--- src/rtl/avg_sched_pkg.sv ---
// Shared types and widths for the averaging scheduler.
package avg_sched_pkg;

    localparam int unsigned SAMPLE_W    = 4;
    localparam int unsigned SUM_W       = 6;
    localparam int unsigned WIN         = 4;
    localparam int unsigned FLUSH_LOADS = 2;

    // Counter widths derived from the window and flush lengths
    localparam int unsigned CNT_W = $clog2(WIN + 1);
    localparam int unsigned FL_W  = $clog2(FLUSH_LOADS + 1);

    typedef enum logic [2:0] {
        S_IDLE  = 3'd0,
        S_CLEAR = 3'd1,
        S_FEED  = 3'd2,
        S_FLUSH = 3'd3,
        S_DONE  = 3'd4
    } state_e;

endpackage

--- src/rtl/avg_sched_rr_arbiter.sv ---
// Round-robin arbiter: picks the first requester at or after ptr_i, wrapping.
// Produces both a one-hot grant and the binary index of the winner.
module avg_sched_rr_arbiter #(
    parameter int unsigned NCH = 4,
    parameter int unsigned CHW = $clog2(NCH)
) (
    input  logic [NCH-1:0] req_i,
    input  logic [CHW-1:0] ptr_i,
    output logic [NCH-1:0] gnt_o,
    output logic [CHW-1:0] idx_o,
    output logic           any_o
);

    localparam int unsigned CW1 = CHW + 1;

    logic [CW1-1:0] cand;

    // Scan from the pointer upward; the first hit wins
    always_comb begin
        gnt_o = '0;
        idx_o = '0;
        any_o = 1'b0;
        cand  = '0;
        for (int unsigned i = 0; i < NCH; i++) begin
            cand = CW1'(ptr_i) + CW1'(i);
            if (cand >= CW1'(NCH)) begin
                cand = cand - CW1'(NCH);
            end
            if (!any_o && req_i[cand[CHW-1:0]]) begin
                any_o                 = 1'b1;
                idx_o                 = cand[CHW-1:0];
                gnt_o[cand[CHW-1:0]]  = 1'b1;
            end
        end
    end

endmodule

--- src/rtl/avg_sched.sv ---
// Round-robin scheduler sharing one 4-sample moving-average datapath
// between NCH requesters. Each grant runs CLEAR, 4 sample loads,
// 2 zero flush loads, then captures the window sum with the channel tag.
// Optional macro AVG_SCHED_TIMEOUT_EN adds a FEED stall timeout and res_err.
module avg_sched
    import avg_sched_pkg::*;
#(
    parameter int unsigned NCH = 4,
    parameter int unsigned CHW = $clog2(NCH)
`ifdef AVG_SCHED_TIMEOUT_EN
    ,
    parameter int unsigned TIMEOUT = 16
`endif
) (
    input  logic                    clk,
    input  logic                    rst,
    input  logic [NCH-1:0]          req_valid,
    input  logic [SAMPLE_W*NCH-1:0] req_data,
    output logic [NCH-1:0]          req_ready,
    output logic                    avg_rst,
    output logic                    avg_load,
    output logic [SAMPLE_W-1:0]     avg_x,
    input  logic [SUM_W-1:0]        avg_y,
    output logic                    res_valid,
    output logic [CHW-1:0]          res_ch,
    output logic [SUM_W-1:0]        res_data,
`ifdef AVG_SCHED_TIMEOUT_EN
    output logic                    res_err,
`endif
    output logic                    busy
);

`ifdef AVG_SCHED_TIMEOUT_EN
    localparam int unsigned TO_W = $clog2(TIMEOUT + 1);
`endif

    state_e               state_q, state_d;
    logic [CHW-1:0]       ptr_q, ptr_d;
    logic [CHW-1:0]       g_q, g_d;
    logic [NCH-1:0]       g_oh_q, g_oh_d;
    logic [CNT_W-1:0]     cnt_q, cnt_d;
    logic [FL_W-1:0]      fl_q, fl_d;
    logic                 res_valid_q, res_valid_d;
    logic [CHW-1:0]       res_ch_q, res_ch_d;
    logic [SUM_W-1:0]     res_data_q, res_data_d;
`ifdef AVG_SCHED_TIMEOUT_EN
    logic [TO_W-1:0]      stall_q, stall_d;
    logic                 res_err_q, res_err_d;
`endif

    logic [NCH-1:0]       arb_gnt;
    logic [CHW-1:0]       arb_idx;
    logic                 arb_any;
    logic                 accept;
    logic [SAMPLE_W-1:0]  samp [NCH];

    avg_sched_rr_arbiter #(
        .NCH (NCH),
        .CHW (CHW)
    ) u_rr_arbiter (
        .req_i (req_valid),
        .ptr_i (ptr_q),
        .gnt_o (arb_gnt),
        .idx_o (arb_idx),
        .any_o (arb_any)
    );

    // Unpack the flat sample bus into per-channel lanes
    for (genvar k = 0; k < NCH; k++) begin : g_samp
        assign samp[k] = req_data[k*SAMPLE_W +: SAMPLE_W];
    end

    // Handshake and averager-facing combinational outputs
    always_comb begin
        accept    = (state_q == S_FEED) && req_valid[g_q];
        req_ready = (state_q == S_FEED) ? g_oh_q : '0;
        avg_rst   = rst || (state_q == S_CLEAR);
        avg_load  = !rst && (accept || (state_q == S_FLUSH));
        avg_x     = (state_q == S_FEED) ? samp[g_q] : '0;
        busy      = (state_q != S_IDLE);
    end

    // Burst sequencing: arbitrate, clear, feed, flush, capture
    always_comb begin
        state_d     = state_q;
        ptr_d       = ptr_q;
        g_d         = g_q;
        g_oh_d      = g_oh_q;
        cnt_d       = cnt_q;
        fl_d        = fl_q;
        res_valid_d = 1'b0;
        res_ch_d    = res_ch_q;
        res_data_d  = res_data_q;
`ifdef AVG_SCHED_TIMEOUT_EN
        stall_d     = stall_q;
        res_err_d   = 1'b0;
`endif
        case (state_q)
            S_IDLE: begin
                if (arb_any) begin
                    g_d     = arb_idx;
                    g_oh_d  = arb_gnt;
                    ptr_d   = (arb_idx == CHW'(NCH - 1)) ? '0 : arb_idx + CHW'(1);
                    state_d = S_CLEAR;
                end
            end
            S_CLEAR: begin
                cnt_d   = '0;
`ifdef AVG_SCHED_TIMEOUT_EN
                stall_d = '0;
`endif
                state_d = S_FEED;
            end
            S_FEED: begin
                if (accept) begin
                    cnt_d = cnt_q + CNT_W'(1);
`ifdef AVG_SCHED_TIMEOUT_EN
                    stall_d = '0;
`endif
                    if (cnt_q == CNT_W'(WIN - 1)) begin
                        fl_d    = '0;
                        state_d = S_FLUSH;
                    end
                end
`ifdef AVG_SCHED_TIMEOUT_EN
                else begin
                    stall_d = stall_q + TO_W'(1);
                    // Abandon the burst; the pointer already moved past g
                    if (stall_q == TO_W'(TIMEOUT - 1)) begin
                        stall_d   = '0;
                        res_err_d = 1'b1;
                        state_d   = S_IDLE;
                    end
                end
`endif
            end
            S_FLUSH: begin
                fl_d = fl_q + FL_W'(1);
                if (fl_q == FL_W'(FLUSH_LOADS - 1)) begin
                    state_d = S_DONE;
                end
            end
            S_DONE: begin
                res_valid_d = 1'b1;
                res_ch_d    = g_q;
                res_data_d  = avg_y;
                state_d     = S_IDLE;
            end
            default: begin
                state_d = S_IDLE;
            end
        endcase
    end

    // State and result registers with synchronous reset
    always_ff @(posedge clk) begin
        if (rst) begin
            state_q     <= S_IDLE;
            ptr_q       <= '0;
            g_q         <= '0;
            g_oh_q      <= '0;
            cnt_q       <= '0;
            fl_q        <= '0;
            res_valid_q <= 1'b0;
            res_ch_q    <= '0;
            res_data_q  <= '0;
`ifdef AVG_SCHED_TIMEOUT_EN
            stall_q     <= '0;
            res_err_q   <= 1'b0;
`endif
        end else begin
            state_q     <= state_d;
            ptr_q       <= ptr_d;
            g_q         <= g_d;
            g_oh_q      <= g_oh_d;
            cnt_q       <= cnt_d;
            fl_q        <= fl_d;
            res_valid_q <= res_valid_d;
            res_ch_q    <= res_ch_d;
            res_data_q  <= res_data_d;
`ifdef AVG_SCHED_TIMEOUT_EN
            stall_q     <= stall_d;
            res_err_q   <= res_err_d;
`endif
        end
    end

    assign res_valid = res_valid_q;
    assign res_ch    = res_ch_q;
    assign res_data  = res_data_q;
`ifdef AVG_SCHED_TIMEOUT_EN
    assign res_err   = res_err_q;
`endif

endmodule

--- config.mk ---
export PLATFORM = sky130hd
export DESIGN_NAME = avg_sched
export DESIGN_NICKNAME = d
export VERILOG_FILES = /design/src/rtl/avg_sched_pkg.sv /design/src/rtl/avg_sched_rr_arbiter.sv /design/src/rtl/avg_sched.sv
export SDC_FILE = /design/constraint.sdc
export NUM_CORES = 1
export LEC_CHECK = 0
export ABC_AREA = 1
export CORE_MARGIN = 2
export CORE_UTILIZATION = 35
export DETAILED_ROUTE_END_ITERATION = 12
export SLEW_MARGIN = 10
export SYNTH_ARGS = -nofsm -noshare
export SYNTH_HDL_FRONTEND = slang
export SYNTH_SLANG_ARGS = --single-unit
--- constraint.sdc ---
create_clock -name clk -period 3.1 [get_ports clk]
set_clock_uncertainty 0.1 [all_clocks]
set_input_delay 0.465 -clock clk [delete_from_list [all_inputs] [get_ports clk]]
set_output_delay 0.465 -clock clk [all_outputs]
set_load 0.02 [all_outputs]
# Yosys cells after proc, flatten, opt, wreduce, memory -nomap -nowiden

Index checks and enable logic that the tools add are counted.

Memory bits (read-only): 0
Output and inout bits: 20
Latch bits: 0
Memories kept: 0
Bits of input ports: 28
Register bits: 25
Word-level logic and storage cells: 122
Memory bits (writable): 0

Shift-type cells: 0
Multiply operators: 0
Div/mod/pow operators: 0
Equality and inequality tests: 11
Reductions and logical operators: 23
Bitwise operators: 4
Muxes and demuxes: 51
Order comparisons: 14
Add/subtract/negate cells: 10

Operators with widths:

| cell                                                                     | count |
|---|---|
| 4-bit two-way mux                                                        | 8 |
| 2-bit two-way mux                                                        | 11 |
| 2-bit by 3-bit < comparator with 1-bit output (second input constant)    | 5 |
| 3-bit two-way mux                                                        | 5 |
| 1-bit two-way mux                                                        | 14 |
| 3-bit >= comparator (second input constant)                              | 4 |
| 4-bit OR                                                                 | 3 |
| 3-bit one-hot mux with 4 select lines                                    | 1 |
| 1-bit binary-select mux with 2-bit select                                | 5 |
| 3-bit by 2-bit equality test with 1-bit output (second input constant)   | 3 |
| 1-bit logical AND                                                        | 9 |
| 4-bit binary-select mux with 2-bit select                                | 1 |
| 1-bit demux with 2-bit select                                            | 4 |
| 2-bit by 1-bit >= comparator with 1-bit output (second input constant)   | 4 |
| 2-bit by 1-bit subtractor with 2-bit output (second input constant)      | 4 |
| 2-bit by 2-bit adder with 3-bit output (second input constant)           | 2 |
| 3-bit one-hot mux with 2 select lines                                    | 1 |
| 2-bit by 1-bit adder with 2-bit output (second input constant)           | 2 |
| 1-bit zero test                                                          | 4 |
| 2-bit by 1-bit inequality test with 1-bit output (second input constant) | 2 |
| 2-bit inequality test (second input constant)                            | 2 |
| 2-bit one-hot mux with 2 select lines                                    | 1 |
| 2-bit AND reduction                                                      | 2 |
| 4-bit AND reduction                                                      | 1 |
| other kinds (13)                                                         | 15 |

# Longest topological paths before layout

Gate-level depths: netlist (run 1).

Depth in word-level cells: 16
Depth in mapped cells: 14

# By module

From an unflattened synthesis (run 1), not the netlist that was laid out.

Cell total of the unflattened synthesis: 257
Area total of the unflattened synthesis: 1707.9 µm²

Modules (own cells, without submodules):

| module               | cells an instance | instances | area each (µm²) |
|---|---|---|---|
| avg_sched            | 183               | 1         | 1267.5 |
| avg_sched_rr_arbiter | 74                | 1         | 440.4 |

# Worst setup path before layout (run 1)

Ideal clock, no wire load.

Kind: register to register
From: register (tool-made name)
To: register ptr_q[1]
Data required time: 2.891 ns
Stages on the path, launching flop included: 14
Arrival: 1.823 ns
Setup slack: 1.068 ns
Cell sequence: dfxtp_1 inv_4 ha_1 inv_1 nand3_1 nand2_4 nor2_2 nand2_1 nand3_1 nand2_2 nand3_1 nand3_1 nand2_1 inv_1

RTL lines:

| element              | line             | RTL |
|---|---|---|
| to (signal assigned) | avg_sched.sv:173 | `ptr_q <= ptr_d;` |
| to (decl)            | avg_sched.sv:38  | `logic [CHW-1:0] ptr_q, ptr_d;` |

# Worst setup path after layout (run 1)

From: input port req_valid[2]
To: output port avg_load

Word-level cells in the longest chain between the ends: 5

Ends and longest elaborated chain:

| element                                   | line            | RTL |
|---|---|---|
| from (decl)                               | avg_sched.sv:17 | `input logic [NCH-1:0] req_valid,` |
| 1-bit binary-select mux with 2-bit select | avg_sched.sv:75 | `accept = (state_q == S_FEED) && req_valid[g_q];` |
| 1-bit two-way mux (implied by the code)   | avg_sched.sv:75 |  |
| 1-bit logical AND                         | avg_sched.sv:75 |  |
| 1-bit logical OR                          | avg_sched.sv:78 | `avg_load = !rst && (accept \|\| (state_q == S_FLUSH));` |
| 1-bit logical AND                         | avg_sched.sv:78 |  |
| to (decl)                                 | avg_sched.sv:21 | `output logic avg_load,` |

No other way between the ends. The select of a mux whose other input is x is not followed.

==> reports/metrics.csv, run 1 <==
stage,metric,value,unit
setup_path,Worst Path Buf+Inv,3,
grt,first-pass GRT wire length,6.96,mm
grt,pin count of the biggest net entering global routing,21,
die,total core area,0.00472,sq mm
power_and_ir_drop,Pint,0.926,mW
cts,root buf cell,clkbuf_8,
setup_path,Crit. End Element,primary output,
flow_run,Max Cap Viol,0,
timing,Pins Over Slew Limit,0,
finish,Post-Layout Cell Count,375,
cts,clk slew on worst S/H paths,0.09,ns
placed_design,Final GP Congestion,0.786,
synth,ranking of synthesized cells by area,"dfxtp_1 29%, nor2_1 9.9%, o21ai_0 7.9%",
route,DRT Pass-1 Iters,4,
synth,register area share after synthesis,0.293,
placed_design,Place WS,0.201,ns
timing,unrepaired setup endpoints after global routing,false,
run_status,run status,completed,
route,wire length per cell,11.4,um
finish,Final nets,345,
cts,Post-CTS Setup Bufs,0,
die,# IOs,48,
synth,cell count after synthesis,259,
cts,Num CTS Buffers,3,
grt,vias in the first global route,1530,
setup_path,Crit path max-delay family,buffers and inverters,
die,Die Area,0.00545,sq mm
route,vias,1727,
route,Routed WL,4.27,mm
route,Initial DRC Count,83,
cts,clk sink count,25,
placed_design,IO Port Bufs,47,
synth,Post-Synthesis Net Count,295,
power_and_ir_drop,clock network fraction of total power,0.109,
synth,Post-Syn Area,0.00171,sq mm
cts,TritonCTS clock tree,built,
timing,Setup Viol. Count Final,0,
synth,"Async S/R FF share, synth",0,
synth,Ys Warns,0,
timing,min cycle time layout,2.88,ns
die,Std-Cell Rows,25,
timing,Worst-Margin Slew,0.437,ns
die,Die H,73.8,um
placed_design,DPL Wire Length,3.28,mm
hold_path,HP Class,reg -> reg,
placed_design,Placed Area,0.00226,sq mm
setup_path,CP Cell Sequence,clkdlybuf4s50_1 -> inv_1 -> a21oi_1 -> o21ai_0 -> nand2_1 -> nand2_1 -> a21oi_1 -> clkdlybuf4s50_1,
synth,top_reg_cell synth,dfxtp_1,
cts,post-cts sizing count,0,
timing,Hold Fails Final Rpt,0,
finish,sequential cell area,502,sq um
timing,Tcrit/Tclk final,0.928,
synth,number of synthesized flops with an enable pin,0,
grt,Congestion Overflow GR,0,
timing,setup TNS,0,ns
timing,fin worst setup slack,0.223,ns
setup_path,startpoint class of the critical path,input pin,
timing,Peak Freq,348,MHz
timing,Fin Hold WS,0.363,ns
finish,P&R area growth vs syn,35.4,%
synth,cell taking the most area after synthesis,dfxtp_1,
finish,layout cells sized above 1,0.130,
power_and_ir_drop,combinational cell fraction of total power,0.623,
grt,GR Util All Layers,0.163,
synth,"count leader, synth",nor2_1,
synth,Post-synth top cells,"45 x nor2_1, 35 x nand2_1, 33 x inv_1",
finish,number of fill cells in the layout,488,
finish,multi-input logic area,0.00102,sq mm
power_and_ir_drop,NetSw,0.915,mW
finish,Post-Layout Inst Area,0.00231,sq mm
power_and_ir_drop,sw frac,0.497,
setup_path,"Max FO, Critical Path",3,
setup_path,CP peak stage delay,0.62,ns
power_and_ir_drop,power density over cell area,797,mW/mm^2
setup_path,Worst Path Arrival,2.31,ns
cts,CTS HTree Levels,1,
setup_path,WS Path Type,in -> out,
setup_path,Slowest cell on crit path,clkdlybuf4s50_1,
route,remaining antenna violation count,0,
cts,clk buf depth,2,
cts,Worst-Skew Late Latency,0.28,ns
power_and_ir_drop,maximum VDD drop,0.369,mV
timing,Slew Limit Headroom,0.708,
grt,initial antenna violation count,0,
finish,ant diodes,0,
placed_design,Cells after DPL,371,
setup_path,Worst EP required,2.53,ns
synth,Synth cell types,29,
cts,"Hold-fix buffers, CTS",0,
route,vias per inst,4.61,
synth,Yosys reg bits,25,
power_and_ir_drop,P_leak,0.999,nW
power_and_ir_drop,Flop pwr share,0.268,
die,Die Wd,73.8,um
synth,syn_area_per_cell,6.58,sq um
route,DRC viols,0,
synth,post-synth top area share,0.293,
die,Starting Density,0.361,
==> cells by family (layout without fill, tap and decap cells) <==
| family | after synthesis | in the layout | share of synthesized area |
|---|---|---|---|
| fa+ha+maj | 8 | 8 | 0.0587 |
| flops | 25 | 25 | 0.293 |
| buf+inv | 45 | 94 | 0.106 |
| compound gates | 61 | 61 | 0.197 |
| simple gates | 120 | 120 | 0.346 |
==> worst register-to-register path, delay by kind of cell (launching register included) <==
family	cells	cell delay (ns)
flip-flops	1	0.56
AND/OR/NAND/NOR	9	0.89
buffers and inverters	3	0.32
adder cells (fa/ha/maj)	1	0.40
==> state kept, by name (all words and copies together) (netlist names), named ones only <==
name / count
cnt_q: 3
fl_q: 2
g_oh_q: 4
g_q: 2
ptr_q: 1
res_ch: 2
res_data: 6
res_valid: 1
state_q: 3
==> area by class of cell <==
class                           instances  area share
Clock inverter                          1     0.00325
Clock buffer                            3      0.0179
Timing Repair Buffer                   50       0.213
Multi-Input combinational cell        189       0.444
Inverter                               40      0.0683
Tap cell                               67      0.0363
Sequential cell                        25       0.217
==> power by group through the flow <==
stage,combinational (mW),clock (mW),sequential [mW]
6_report,1.15,0.200,0.493
5_1_grt,1.29,0.225,0.510
4_1_cts,1.15,0.210,0.493
3_5_place_dp,1.14,0,0.501
3_3_place_gp,1.14,0,0.500
2_1_floorplan,0.854,0,0.480
==> worst paths after layout <==
| check | slack [ns] | cells after the start | endpoint | startpoint |
|---|---|---|---|---|
| min reg2reg | 0.36 | 1 | fl_q[0] | fl_q[0] |
| max reg2reg | 0.74 | 13 | ptr_q[1] | ptr_q[1] |
| min | 0.36 | 1 | fl_q[0] | fl_q[0] |
| max | 0.22 | 8 | avg_load | req_valid[2] |
==> metrics by stage <==
| step | util | power, mW |
|---|---|---|
| 2_1_floorplan | - | 1.33 |
| 3_3_place_gp | 0.478 | 1.64 |
| 3_5_place_dp | 0.478 | 1.64 |
| 4_1_cts | 0.489 | 1.85 |
| 5_1_grt | 0.489 | 2.03 |
| 6_report | 0.489 | 1.84 |
==> layout by cell type, fill, tap and decap left out <==
master           netlist  final
a21oi_1               22     22
a22oi_1                1      1
a31oi_1                2      2
buf_4                  1      3
clkbuf_8               0      3
clkdlybuf4s50_1        0     47
clkinv_1               1      1
clkinvlp_4             0      1
dfxtp_1               25     24
dfxtp_2                0      1
ha_1                   8      8
inv_1                 33     33
inv_2                  3      3
inv_4                  3      3
nand2_1               35     35
nand2_2                9      9
nand2_4                4      4
nand3_1               10     10
nand3_2                5      5
nand3_4                1      1
nand4_1                2      2
nor2_1                45     45
nor2_2                 4      4
nor2_4                 1      1
nor3_1                 3      3
o2111ai_1              1      1
o211a_1                2      2
o211ai_2               1      1
o21ai_0               27     27
o21ai_1                2      2
o22ai_1                3      3
or2_2                  1      1
==> layer usage <==
metal | share of wire | vias up | routed length, um | global-route usage
met5 | 0 | - | 0 | 0
met4 | 0.014 | 0 | 59 | 0.0545
met3 | 0.049 | 5 | 211 | 0.0384
met2 | 0.45 | 38 | 1900 | 0.266
met1 | 0.49 | 747 | 2100 | 0.209
li1 | - | 937 | - | -
Power figures use the tool's default switching activity.
==> run 2: changes to the inputs <==
--- a/config.mk
+++ b/config.mk
@@ -9,6 +9,7 @@
 export CORE_MARGIN = 2
 export CORE_UTILIZATION = 35
 export DETAILED_ROUTE_END_ITERATION = 12
+export SKIP_LAST_GASP = 1
 export SLEW_MARGIN = 10
 export SYNTH_ARGS = -nofsm -noshare
 export SYNTH_HDL_FRONTEND = slang
==> results of run 2 <==
Final layout, timing and power as in run 1 (identical DEF).
==> run 3: changes to the inputs <==
--- a/config.mk
+++ b/config.mk
@@ -9,6 +9,7 @@
 export CORE_MARGIN = 2
 export CORE_UTILIZATION = 35
 export DETAILED_ROUTE_END_ITERATION = 12
+export SKIP_CTS_REPAIR_TIMING = 1
 export SKIP_LAST_GASP = 1
 export SLEW_MARGIN = 10
 export SYNTH_ARGS = -nofsm -noshare
==> results of run 3 <==
Final layout, timing and power as in run 1 (identical DEF).
